[config.mk]
export PLATFORM = sky130hd
export DESIGN_NAME = forwarding_hazard_unit
export DESIGN_NICKNAME = d
export VERILOG_FILES = /design/src/rtl/mips_pipe_pkg.sv /design/src/rtl/fwd_select.sv /design/src/rtl/forwarding_hazard_unit.sv
export SDC_FILE = /design/constraint.sdc
export NUM_CORES = 1
export LEC_CHECK = 0
export ABC_AREA = 1
export BUFFER_PORTS_ARGS = -buffer_cell sky130_fd_sc_hd__buf_4
export CORE_MARGIN = 1
export CORE_UTILIZATION = 52
export CTS_BUF_LIST = sky130_fd_sc_hd__clkbuf_2 sky130_fd_sc_hd__clkbuf_4 sky130_fd_sc_hd__clkbuf_8
export DETAILED_ROUTE_END_ITERATION = 10
export PLACE_DENSITY = 0.78
export SLEW_MARGIN = 20
export SYNTH_ARGS = -nofsm -noshare
export SYNTH_HDL_FRONTEND = slang
export SYNTH_SLANG_ARGS = --single-unit
[constraint.sdc]
create_clock -name clk -period 1.3 [get_ports clk]
set_input_delay 0.26 -clock clk [delete_from_list [all_inputs] [get_ports clk]]
set_output_delay 0.26 -clock clk [all_outputs]
set_load 0.005 [all_outputs]
[src/rtl/mips_pipe_pkg.sv]
// Shared pipeline types for the forwarding/hazard unit.
// shadow_t describes one in-flight instruction as seen by the forwarding logic.
package mips_pipe_pkg;

    // Widest register index the shadow can carry (LEN up to 256)
    localparam int RD_MAX_W = 8;

    typedef logic [RD_MAX_W-1:0] reg_idx_t;

    typedef struct packed {
        logic     valid;
        logic     wr;
        reg_idx_t rd;
        logic     load;
    } shadow_t;

    // Operand select encoding: 0 = register file, k = k stages after EX
    localparam int FWD_RF    = 0;
    localparam int FWD_EXMEM = 1;
    localparam int FWD_MEMWB = 2;

    // True when the entry is a live writer of a non-zero register r
    function automatic logic writes_reg(shadow_t e, reg_idx_t r);
        return e.valid & e.wr & (e.rd == r) & (e.rd != '0);
    endfunction

endpackage

[src/rtl/fwd_select.sv]
// Per-operand priority matcher: picks the youngest post-EX producer of src.
// Loads are only forwardable once they are more than LOAD_LAT stages past EX.
module fwd_select
    import mips_pipe_pkg::*;
#(
    parameter int STAGES   = 2,
    parameter int LOAD_LAT = 1,
    parameter int SW       = $clog2(STAGES + 1)
) (
    input  logic                 ex_valid,
    input  shadow_t [STAGES:1]   older,
    input  reg_idx_t             src,
    output logic    [SW-1:0]     sel
);

    // Scan oldest to youngest so the youngest matching stage is written last
    always_comb begin
        sel = SW'(FWD_RF);
        if (ex_valid) begin
            for (int k = STAGES; k >= 1; k--) begin
                if (writes_reg(older[k], src) && (!older[k].load || (k > LOAD_LAT))) begin
                    sel = SW'(k);
                end
            end
        end
    end

endmodule

[src/rtl/forwarding_hazard_unit.sv]
// Operand forwarding and load-use hazard unit.
// Keeps a shadow of the EX instruction and STAGES later instructions, drives
// the EX operand selects, and raises stall/bubble for loads still in flight.
// Optional feature: define FWD_STALL_STATS_EN to add a saturating stall_count.
module forwarding_hazard_unit
    import mips_pipe_pkg::*;
#(
    parameter int LEN      = 32,
    parameter int NB       = $clog2(LEN),
    parameter int STAGES   = 2,
    parameter int LOAD_LAT = 1,
    parameter int SW       = $clog2(STAGES + 1)
) (
    input  logic          clk,
    input  logic          rst_n,
    input  logic          id_valid,
    input  logic [NB-1:0] id_rs,
    input  logic [NB-1:0] id_rt,
    input  logic [NB-1:0] id_rd,
    input  logic          id_reg_write,
    input  logic          id_mem_read,
    input  logic          hold,
    input  logic          flush,
    output logic [SW-1:0] fwd_a,
    output logic [SW-1:0] fwd_b,
    output logic          stall,
    output logic          bubble
`ifdef FWD_STALL_STATS_EN
    ,
    output logic [31:0]   stall_count
`endif
);

    if (STAGES < 2 || STAGES > 7) begin : g_bad_stages
        $error("forwarding_hazard_unit: STAGES must be 2..7");
    end
    if (LOAD_LAT < 1 || STAGES < LOAD_LAT + 1) begin : g_bad_load_lat
        $error("forwarding_hazard_unit: need 1 <= LOAD_LAT <= STAGES-1");
    end
    if (NB > RD_MAX_W) begin : g_bad_nb
        $error("forwarding_hazard_unit: register index wider than shadow field");
    end

    // Valid bits are the only state that needs a reset; the rest is qualified by them
    logic [STAGES:0] sh_vld;
    logic [STAGES:0] sh_wr;
    logic [STAGES:0] sh_load;
    reg_idx_t        sh_rd [STAGES:0];
    reg_idx_t        ex_rs;
    reg_idx_t        ex_rt;
    shadow_t [STAGES:0] sh;

    reg_idx_t id_rs_x;
    reg_idx_t id_rt_x;
    logic     hazard;
    logic     issue;

    assign id_rs_x = reg_idx_t'(id_rs);
    assign id_rt_x = reg_idx_t'(id_rt);

    // Gather the split shadow registers into entry records
    always_comb begin
        for (int k = 0; k <= STAGES; k++) begin
            sh[k].valid = sh_vld[k];
            sh[k].wr    = sh_wr[k];
            sh[k].rd    = sh_rd[k];
            sh[k].load  = sh_load[k];
        end
    end

    // A load within the first LOAD_LAT entries cannot yet supply the ID operands
    always_comb begin
        hazard = 1'b0;
        for (int j = 0; j < LOAD_LAT; j++) begin
            if (sh[j].load && (writes_reg(sh[j], id_rs_x) || writes_reg(sh[j], id_rt_x))) begin
                hazard = 1'b1;
            end
        end
    end

    // Flush outranks the hazard; hold suppresses both controls
    assign stall  = ~hold & id_valid & ~flush & hazard;
    assign bubble = ~hold & (stall | flush);
    assign issue  = id_valid & ~stall & ~flush;

    // Shift valid bits; a stalled or flushed ID enters EX as a bubble
    always_ff @(posedge clk or negedge rst_n) begin
        if (!rst_n) begin
            sh_vld <= '0;
        end else if (!hold) begin
            sh_vld <= {sh_vld[STAGES-1:0], issue};
        end
    end

    // Shift instruction fields alongside the valid bits
    always_ff @(posedge clk) begin
        if (!hold) begin
            sh_wr    <= {sh_wr[STAGES-1:0], id_reg_write};
            sh_load  <= {sh_load[STAGES-1:0], id_mem_read};
            sh_rd[0] <= reg_idx_t'(id_rd);
            for (int k = 1; k <= STAGES; k++) begin
                sh_rd[k] <= sh_rd[k-1];
            end
            ex_rs <= id_rs_x;
            ex_rt <= id_rt_x;
        end
    end

    fwd_select #(
        .STAGES   (STAGES),
        .LOAD_LAT (LOAD_LAT),
        .SW       (SW)
    ) u_fwd_a (
        .ex_valid (sh_vld[0]),
        .older    (sh[STAGES:1]),
        .src      (ex_rs),
        .sel      (fwd_a)
    );

    fwd_select #(
        .STAGES   (STAGES),
        .LOAD_LAT (LOAD_LAT),
        .SW       (SW)
    ) u_fwd_b (
        .ex_valid (sh_vld[0]),
        .older    (sh[STAGES:1]),
        .src      (ex_rt),
        .sel      (fwd_b)
    );

`ifdef FWD_STALL_STATS_EN
    // Count stalled cycles, sticking at all-ones
    always_ff @(posedge clk or negedge rst_n) begin
        if (!rst_n) begin
            stall_count <= '0;
        end else if (stall && (stall_count != '1)) begin
            stall_count <= stall_count + 32'd1;
        end
    end
`endif

endmodule

**Yosys cells after proc, flatten, opt, wreduce, memory -nomap -nowiden**

Memory sizes are Yosys's and may differ from the RTL's.
Index checks and enable logic that the tools add are counted.

- Flip-flop bits (word level): 18
- RAM bits: 24
- Output and inout bits: 6
- Word-level logic and storage cells: 53
- Memories: 1

- Equal/unequal tests: 6
- Mux-type cells: 8
- Bitwise gates (word level): 25
- Reduce and logical (&&, ||, !) cells: 8

Memory list:

| name | words | width | read ports | clocked after Yosys merged registers in | wr ports | RTL line | RTL |
|---|---|---|---|---|---|---|---|
| sh_rd | 3 | 8 | 3 | 0 | 3 | forwarding_hazard_unit.sv:48 | `reg_idx_t sh_rd [STAGES:0];` |

Operators with widths:

| operator | number |
|---|---|
| == test 8 x 5 -> 1 bit | 6 |
| nonzero test 8 bit | 3 |
| AND 1 bit | 21 |
| two-way mux 2 bit | 6 |
| logical AND 1 bit | 3 |
| inverter 1 bit | 3 |
| two-way mux 1 bit | 2 |
| zero test 1 bit | 1 |
| logical OR 1 bit | 1 |
| bitwise OR 1 bit | 1 |

**Depth between registers and ports, before layout**

Gate-level depths: netlist of run 1.
An unclocked memory read counts as a cell.

- Depth after elaboration: 11
- Gate-level depth with buffers: 9
- Depth with buffers taken out: 9

**By module**

From an unflattened synthesis of run 1, not the netlist that was laid out.

- Cell total of the unflattened synthesis: 224
- Area total of the unflattened synthesis: 1938.1 um^2

Modules (own cells, without submodules):

| module | times used | cells each | area an instance (um^2) | sequential area each (um^2) |
|---|---|---|---|---|
| forwarding_hazard_unit | 1 | 102 | 1300.0 | 1006.0 |
| fwd_select | 2 | 61 | 319.1 | 0.0 |

**Worst setup path after synthesis of run 1**

OpenSTA, ideal clock, no wires.

- Path type: input port to output port
- From: input port hold
- To: output port bubble
- Arrival time: 1.059 ns
- Data required time: 1.040 ns
- Setup slack: -0.019 ns
- Cell stages on the path: 5
- Cells stage by stage: inv_2 -> nand3_1 -> inv_2 -> nand3_2 -> a21oi_2

- Word-level cells in the longest chain between the ends: 6

Ends and longest elaborated chain:

| element | RTL line | RTL |
|---|---|---|
| from (decl) | forwarding_hazard_unit.sv:22 | `input logic hold,` |
| inverter 1 bit * | forwarding_hazard_unit.sv:82, forwarding_hazard_unit.sv:83 |  |
| AND 1 bit (3 in series) | forwarding_hazard_unit.sv:82 | `assign stall = ~hold & id_valid & ~flush & hazard;` |
| bitwise OR 1 bit | forwarding_hazard_unit.sv:83 | `assign bubble = ~hold & (stall \| flush);` |
| AND 1 bit * | forwarding_hazard_unit.sv:83 |  |
| to (decl) | forwarding_hazard_unit.sv:27 | `output logic bubble` |

Every way passes the cells marked *; elsewhere a longest branch is shown, timed or not.

==> results of run 1 <==
power breakdown:
| part | switching [W] | internal (W) |
|---|---|---|
| registers | 0.0000720 | 0.00125 |
| clock network | 0.000328 | 0.000217 |
| logic | 0.000194 | 0.000182 |
| total | 0.000593 | 0.00165 |
critical path, stage by stage (launching register included):
cell,delay (ps)
edfxtp_1,490
nand2_1,110
nand2_1,60
nor2_1,110
nand3_1,90
nand2_2,100
nand3_4,80
a21oi_2,150
buf_4,120
sequential cells by signal, indices dropped and copies added, names as in the netlist:
name,flops
ex_rt,5
sh_wr,3
sh_load,2
sh_vld,3
ex_rs,5
sh_rd,15
final timing paths:
kind	from	cells past startpoint	end
hold / removal	id_rd[3]	1	sh_rd[0][3]$_DFFE_PN_
setup reg to reg	sh_rd[0][2]$_DFFE_PN_	8	sh_vld[0]$_DFFE_PN0N_
min in group asynchronous	rst_n	2	sh_vld[1]$_DFFE_PN0N_
hold reg to reg	sh_load[0]$_DFFE_PN_	0	sh_load[1]$_DFFE_PN_
max in group asynchronous	rst_n	2	sh_vld[0]$_DFFE_PN0N_
setup / recovery	sh_rd[0][2]$_DFFE_PN_	8	bubble
placed cells by master (no fill, tap or decap), types with 2 or more instances in the layout:
cell type / n
edfxtp_1: 30
nand2_1: 39
inv_2: 9
clkbuf_4: 6
dfrtp_1: 3
buf_6: 2
xor2_1: 5
nor2_2: 3
nor2_1: 15
nor3_1: 2
o21ai_1: 2
buf_4: 44
nand2_2: 5
nor3_2: 4
o22ai_1: 3
o21ai_0: 3
inv_1: 19
nand3_1: 9
xnor2_1: 4
metrics by stage:
step	std cells	setup WS, ps	power, W
2_1_floorplan	167	18.48	0.001492
3_3_place_gp	238	-125.6	0.001633
3_5_place_dp	238	-219.8	0.001655
4_1_cts	249	-542.8	0.002199
5_1_grt	252	-698.7	0.002329
6_report	252	-609.8	0.002243
cell type report:
class | count | area, µm² | area share, %
multi-input combinational | 105 | 591.8 | 27.79
inverter | 29 | 111.4 | 5.229
clock buffer | 6 | 45.04 | 2.115
tap | 31 | 38.79 | 1.821
sequential | 33 | 975.9 | 45.83
clock inverter | 1 | 3.754 | 0.1763
timing repair buffer | 47 | 362.8 | 17.04
metal layers:
layer / wire (µm) / track usage [%] / vias up
li1: - / - / 651
met1: 1458 / 28.18 / 647
met2: 2100 / 43.85 / 46
met3: 154 / 4.082 / 8
met4: 70 / 12.89 / 0
met5: 0 / 0 / -
cell families after synthesis:
kind of cell | count (synthesis) | synth area share, %
AOI/OAI and AO/OA | 13 | 5.292
xor gates and xnor gates | 10 | 5.447
DFF | 33 | 60.70
and+or+nand+nor | 82 | 21.79
buffers and inverters | 29 | 6.771
what timing repair did:
action	in CTS	in global routing
cloned	0	0
pin swaps	6	17
setup buffers	3	3
hold buffers	1	0
setup endpoints to repair	6	6
endpoints found under the hold margin	3	0
gates resized for setup	8	12
==> key figures, run 1 <==
Outcome
  • Run status: finished, violations left
  • Violated checks: DRC, setup timing

Global routing
  • Vias in the first global route: 1,320
  • Initial antenna violation count: 0
  • Pin count of the biggest net entering global routing: 25
  • All-layer global routing usage: 24.58%
  • First-pass GRT wire length: 5789 µm
  • Gr ovfl total: 0

Floorplan
  • Die ar.: 3318 µm²
  • Die Y-Extent: 57.61 µm
  • Starting Density: 56.36%
  • Num rows: 19
  • Core Region: 2853 µm²
  • # IOs: 28
  • DIE WIDTH: 57.61 µm

Routing
  • Detailed-route wire length per cell: 15.02 µm
  • Drt drc: 1
  • Vias per std cell: 5.365
  • DR iter-0 viols: 79
  • Total number of vias: 1,352
  • Routed wire length: 3784 µm
  • 1st-pass router iterations: 7
  • Post-DRT Antenna Nets: 0

Timing
  • Worst Skew: 7.618 ps
  • Crit path time final: 1910 ps
  • Fin crit share: 146.9%
  • Fin worst setup slack: -609.8 ps
  • Setup TNS: -3233 ps
  • Hold slack: 91.98 ps
  • Final setup fails: 6
  • Max Fclk: 0.5236 GHz
  • Worst-Margin Slew: 292.1 ps
  • Final Hold Vio Count: 0
  • RSZ-0062 raised after global routing: true
  • Fin. max-slew vios: 0
  • Rel. slew slack: 80.53%

Pwr
  • Leakage: 0.9728 nW
  • Ratio of total power to cell area: 1053 nW/µm²
  • VDD IR max: 0.8158 mV

Clock network
  • Max clock buf depth: 2
  • Clock sink total: 33
  • H-Tree Depth: 2
  • Root Driver: clkbuf_4
  • Clock Latency Late Sink: 330 ps
  • Num CTS Buffers: 5
  • CTS tree: done
  • Reg clk slew, reported paths: 100 ps

Critical path
  • Worst EP arrival: 1650 ps
  • Crit-path max FO: 4
  • R2r setup slk: 30 ps
  • Critical path endpoint category: output pin
  • Critical path class: register to output pin
  • CP startpoint kind: register
  • Req. time, crit path: 1040 ps

Placed design
  • Final GP Congestion: 0.8592
  • Area after DPL: 1949 µm²
  • IO Port Bufs: 27
  • Post-DP HPWL: 2597 µm

Final layout
  • Nets: 243
  • Layout fillers: 203
  • Final core occ: 74.65%
  • Fin area: 2130 µm²
  • Antenna diodes: 0
  • Layout area overhead: 32.45%
  • Share of cells above drive strength 1: 36.65%

Logic synthesis
  • Register bit total from synthesis: 33
  • Post-Syn Nets: 189
  • Synthesized area: 1608 µm²
  • Post-Syn Instances: 167
  • Synth unique cells: 22
  • Commonest cells post-synth: nand2_1, edfxtp_1, inv_1, nor2_1, nand3_1
  • Yosys warnings: 0
  • Post-synth EDFFs: 30
  • FFs w/ async S/R, synth: 9.091%
  • Synth Area per Inst: 9.627 µm²
  • Post-synth top area cell: edfxtp_1
  • Register area share after synthesis: 60.70%
  • Synth top area share: 56.03%
  • Most common cell in the netlist: nand2_1
  • Top_reg_cell synth: edfxtp_1
  • Synth area leaders: edfxtp_1, nand2_1, inv_1

Job
  • Max Cap Violations: 0

Min path
  • Hold Path Class: input pin to register
No activity file was read; power rests on OpenSTA's default activity.
==> run 2: changes to the inputs <==
--- a/config.mk
+++ b/config.mk
@@ -7,12 +7,15 @@
 export LEC_CHECK = 0
 export ABC_AREA = 1
 export BUFFER_PORTS_ARGS = -buffer_cell sky130_fd_sc_hd__buf_4
+export CORE_ASPECT_RATIO = 1.2
 export CORE_MARGIN = 1
 export CORE_UTILIZATION = 52
 export CTS_BUF_LIST = sky130_fd_sc_hd__clkbuf_2 sky130_fd_sc_hd__clkbuf_4 sky130_fd_sc_hd__clkbuf_8
 export DETAILED_ROUTE_END_ITERATION = 10
+export GPL_TIMING_DRIVEN = 0
 export PLACE_DENSITY = 0.78
 export SLEW_MARGIN = 20
 export SYNTH_ARGS = -nofsm -noshare
 export SYNTH_HDL_FRONTEND = slang
 export SYNTH_SLANG_ARGS = --single-unit
+export TNS_END_PERCENT = 5
==> run 2 against run 1 <==
Clock power rose by 2%. The flow finishes with violations (setup timing). Routed wire length fell by 20%. Die area hardly changed.
==> key figures, run 2 (synthesis gave the netlist of run 1 again) <==
Final layout
  • Nets: 225 (-7.4%)
  • Share of cells above drive strength 1: 25.98% (-11 points)
  • Final std cells w/o fill: 238 (-5.6%)
  • Layout area overhead: 20.23%
  • Final core occ: 67.50% (-7.2 points)
  • Most common cell after layout, fill and taps aside: nand2_1
  • Layout fillers: 224 (+10%)
  • Top flop regs: sh_rd: 15 flops, ex_rs: 5 flops, ex_rt: 5 flops
  • Most flops, register: sh_rd
  • Commonest cells after routing, fill and taps aside: nand2_1, edfxtp_1, buf_4, nor2_1, inv_1
  • Max FFs per register: 15 (unchanged)
  • Antenna diodes: 0 (unchanged)

Timing
  • RSZ-0062 raised after global routing: true
  • Hold slack: 83.67 ps (-8.312 ps)
  • Rel. slew slack: 75.21% (-5.3 points)
  • Final setup fails: 6 (unchanged)
  • Fin worst setup slack: -549.0 ps (+60.79 ps)
  • Worst Skew: 8.500 ps (+0.8815 ps)
  • Final Hold Vio Count: 0 (unchanged)
  • Fin. max-slew vios: 0 (unchanged)
  • Fin crit share: 142.2% (-4.7 points)
  • Max Fclk: 0.5408 GHz (+3.3%)
  • Crit path time final: 1849 ps (-60.79 ps)
  • Worst-Margin Slew: 371.9 ps (+79.78 ps)

Critical path
  • Critical path endpoint category: output pin
  • Req. time, crit path: 1040 ps (about the same)
  • Crit-path max FO: 4 (unchanged)
  • R2r setup slk: 60 ps (+30 ps)
  • Critical path class: register to output pin
  • Crit path max-delay cell type: edfxtp_1
  • Worst stage delay on the critical path: 460 ps (-30 ps)
  • CP startpoint kind: register
  • Delay-heaviest family, CP: simple AND/OR/NAND/NOR gates
  • CP bufs+invs: 1 (unchanged)
  • Worst EP arrival: 1590 ps (-60 ps)
  • End of the worst register-to-register path: sh_vld[0]$_DFFE_PN0N_
  • Critical-path cell list: nand2_1 > nand2_1 > nor2_1 > nand3_1 > nand2_2 > nand3_2 > a21oi_2 > buf_4
  • Most frequent CP cell: nand2_1
  • Reg2reg start: sh_rd[0][0]$_DFFE_PN_
  • R2R depth: 8 (unchanged)

Floorplan
  • Die Y-Extent: 62.91 µm (+9.2%)
  • Num rows: 21 (+2)
  • DIE WIDTH: 52.76 µm (-8.4%)
  • Starting Density: 56.14% (-0.22 points)
  • Core Region: 2864 µm² (+0.39%)
  • Die ar.: 3319 µm² (about the same)
  • # IOs: 28 (unchanged)

Routing
  • Drt drc: 0 (-1)
  • Post-DRT Antenna Nets: 0 (unchanged)
  • Detailed-route wire length per cell: 12.66 µm (-16%)
  • Routed wl met2: 1621 µm (-23%)
  • Routed wire length: 3012 µm (-20%)
  • Highest Signal Layer: met4
  • Met3 wire len: 130 µm (-16%)
  • Total number of vias: 1,233 (-8.8%)
  • M1 WL: 1190 µm (-18%)
  • Vias per std cell: 5.181 (-3.4%)
  • 1st-pass router iterations: 5 (-2)
  • DR iter-0 viols: 38 (-52%)

Placed design
  • Post-DP HPWL: 2310 µm (-11%)
  • IO Port Bufs: 27 (unchanged)
  • Final GP Congestion: 0.9026 (+5.1%)
  • DP Cell Count: 228 (-4.2%)

Outcome
  • Violated checks: setup timing
  • Run status: finished, violations left

Pwr
  • Total power: 0.002153 W (-4.0%)
  • Ratio of total power to cell area: 1114 nW/µm² (+5.7%)
  • Leakage: 0.8768 nW (-9.9%)
  • VDD IR max: 0.9897 mV (+21%)

Min path
  • Hold Path Class: input pin to register
  • Worst Hold End: sh_rd[0][0]$_DFFE_PN_
  • Hold Crit Start: id_rd[0]
  • Hold Path Depth: 1 (unchanged)

Clock network
  • H-Tree Depth: 2 (unchanged)
  • Reg clk slew, reported paths: 110 ps (about the same)
  • Clock sink total: 33 (unchanged)
  • Max clock buf depth: 2 (unchanged)
  • Clock Latency Late Sink: 340 ps (about the same)
  • CTS tree: done
  • Num CTS Buffers: 5 (unchanged)
  • Root Driver: clkbuf_4

Global routing
  • Pin count of the biggest net entering global routing: 34 (+36%)
  • First-pass GRT wire length: 4961 µm (-14%)
  • All-layer global routing usage: 21.70% (-2.9 points)
  • Gr ovfl total: 0 (unchanged)
  • Initial antenna violation count: 0 (unchanged)
  • Vias in the first global route: 1,209 (-8.4%)

Job
  • Max Cap Violations: 0 (unchanged)
==> run 2: how the worst max path moves through the flow <==
| stage | from | endpoint | slack (ps) | cells after the start |
|---|---|---|---|---|
| floorplan | sh_rd[0][12]$_DFFE_PN_ | fwd_b[0] | 20 | 4 |
| finish | sh_rd[0][0]$_DFFE_PN_ | bubble | -550 | 8 |
| global placement | hold | bubble | -190 | 7 |
| CTS | sh_rd[0][0]$_DFFE_PN_ | bubble | -550 | 8 |
| detailed placement | hold | bubble | -200 | 7 |
| global route | sh_rd[0][0]$_DFFE_PN_ | bubble | -670 | 8 |
==> run 2: metal layers <==
metal,track usage [%],vias to the layer above
li1,-,621
met1,23.68,570
met2,36.23,35
met3,5.839,7
met4,12.83,0
met5,0,-
==> run 2: through the flow <==
stage | cell area [µm²] | setup TNS, ps | setup slack, ps
after floorplan | 1610 | 0 | 18.48
after global placement | 1856 | -764.0 | -187.5
after detailed placement | 1856 | -922.2 | -202.2
after CTS | 1928 | -3046 | -554.2
after global routing | 1933 | -3753 | -667.9
final | 1933 | -2955 | -549.0
==> run 2: layout make-up <==
cell class / count / area, µm² / area share, %
Sequential cell: 33 / 975.9 / 50.49
Multi-Input combinational cell: 105 / 528.0 / 27.31
Timing Repair Buffer: 29 / 220.2 / 11.39
Inverter: 29 / 111.4 / 5.761
Tap cell: 34 / 42.54 / 2.201
Clock buffer: 5 / 37.54 / 1.942
Clock inverter: 3 / 17.52 / 0.9062
==> run 2: power breakdown <==
| group | switching [W] | total (W) | internal [W] |
|---|---|---|---|
| registers | 0.0000687 | 0.00132 | 0.00125 |
| logic | 0.000151 | 0.000278 | 0.000127 |
| clock network | 0.000353 | 0.000556 | 0.000203 |
==> run 2: what timing repair did <==
item,CTS,global route
endpoints found under the hold margin,3,0
resized for setup,2,2
pin swaps,6,3
hold buffers,1,0
setup endpoints to repair,6,7
buffers inserted,1,0
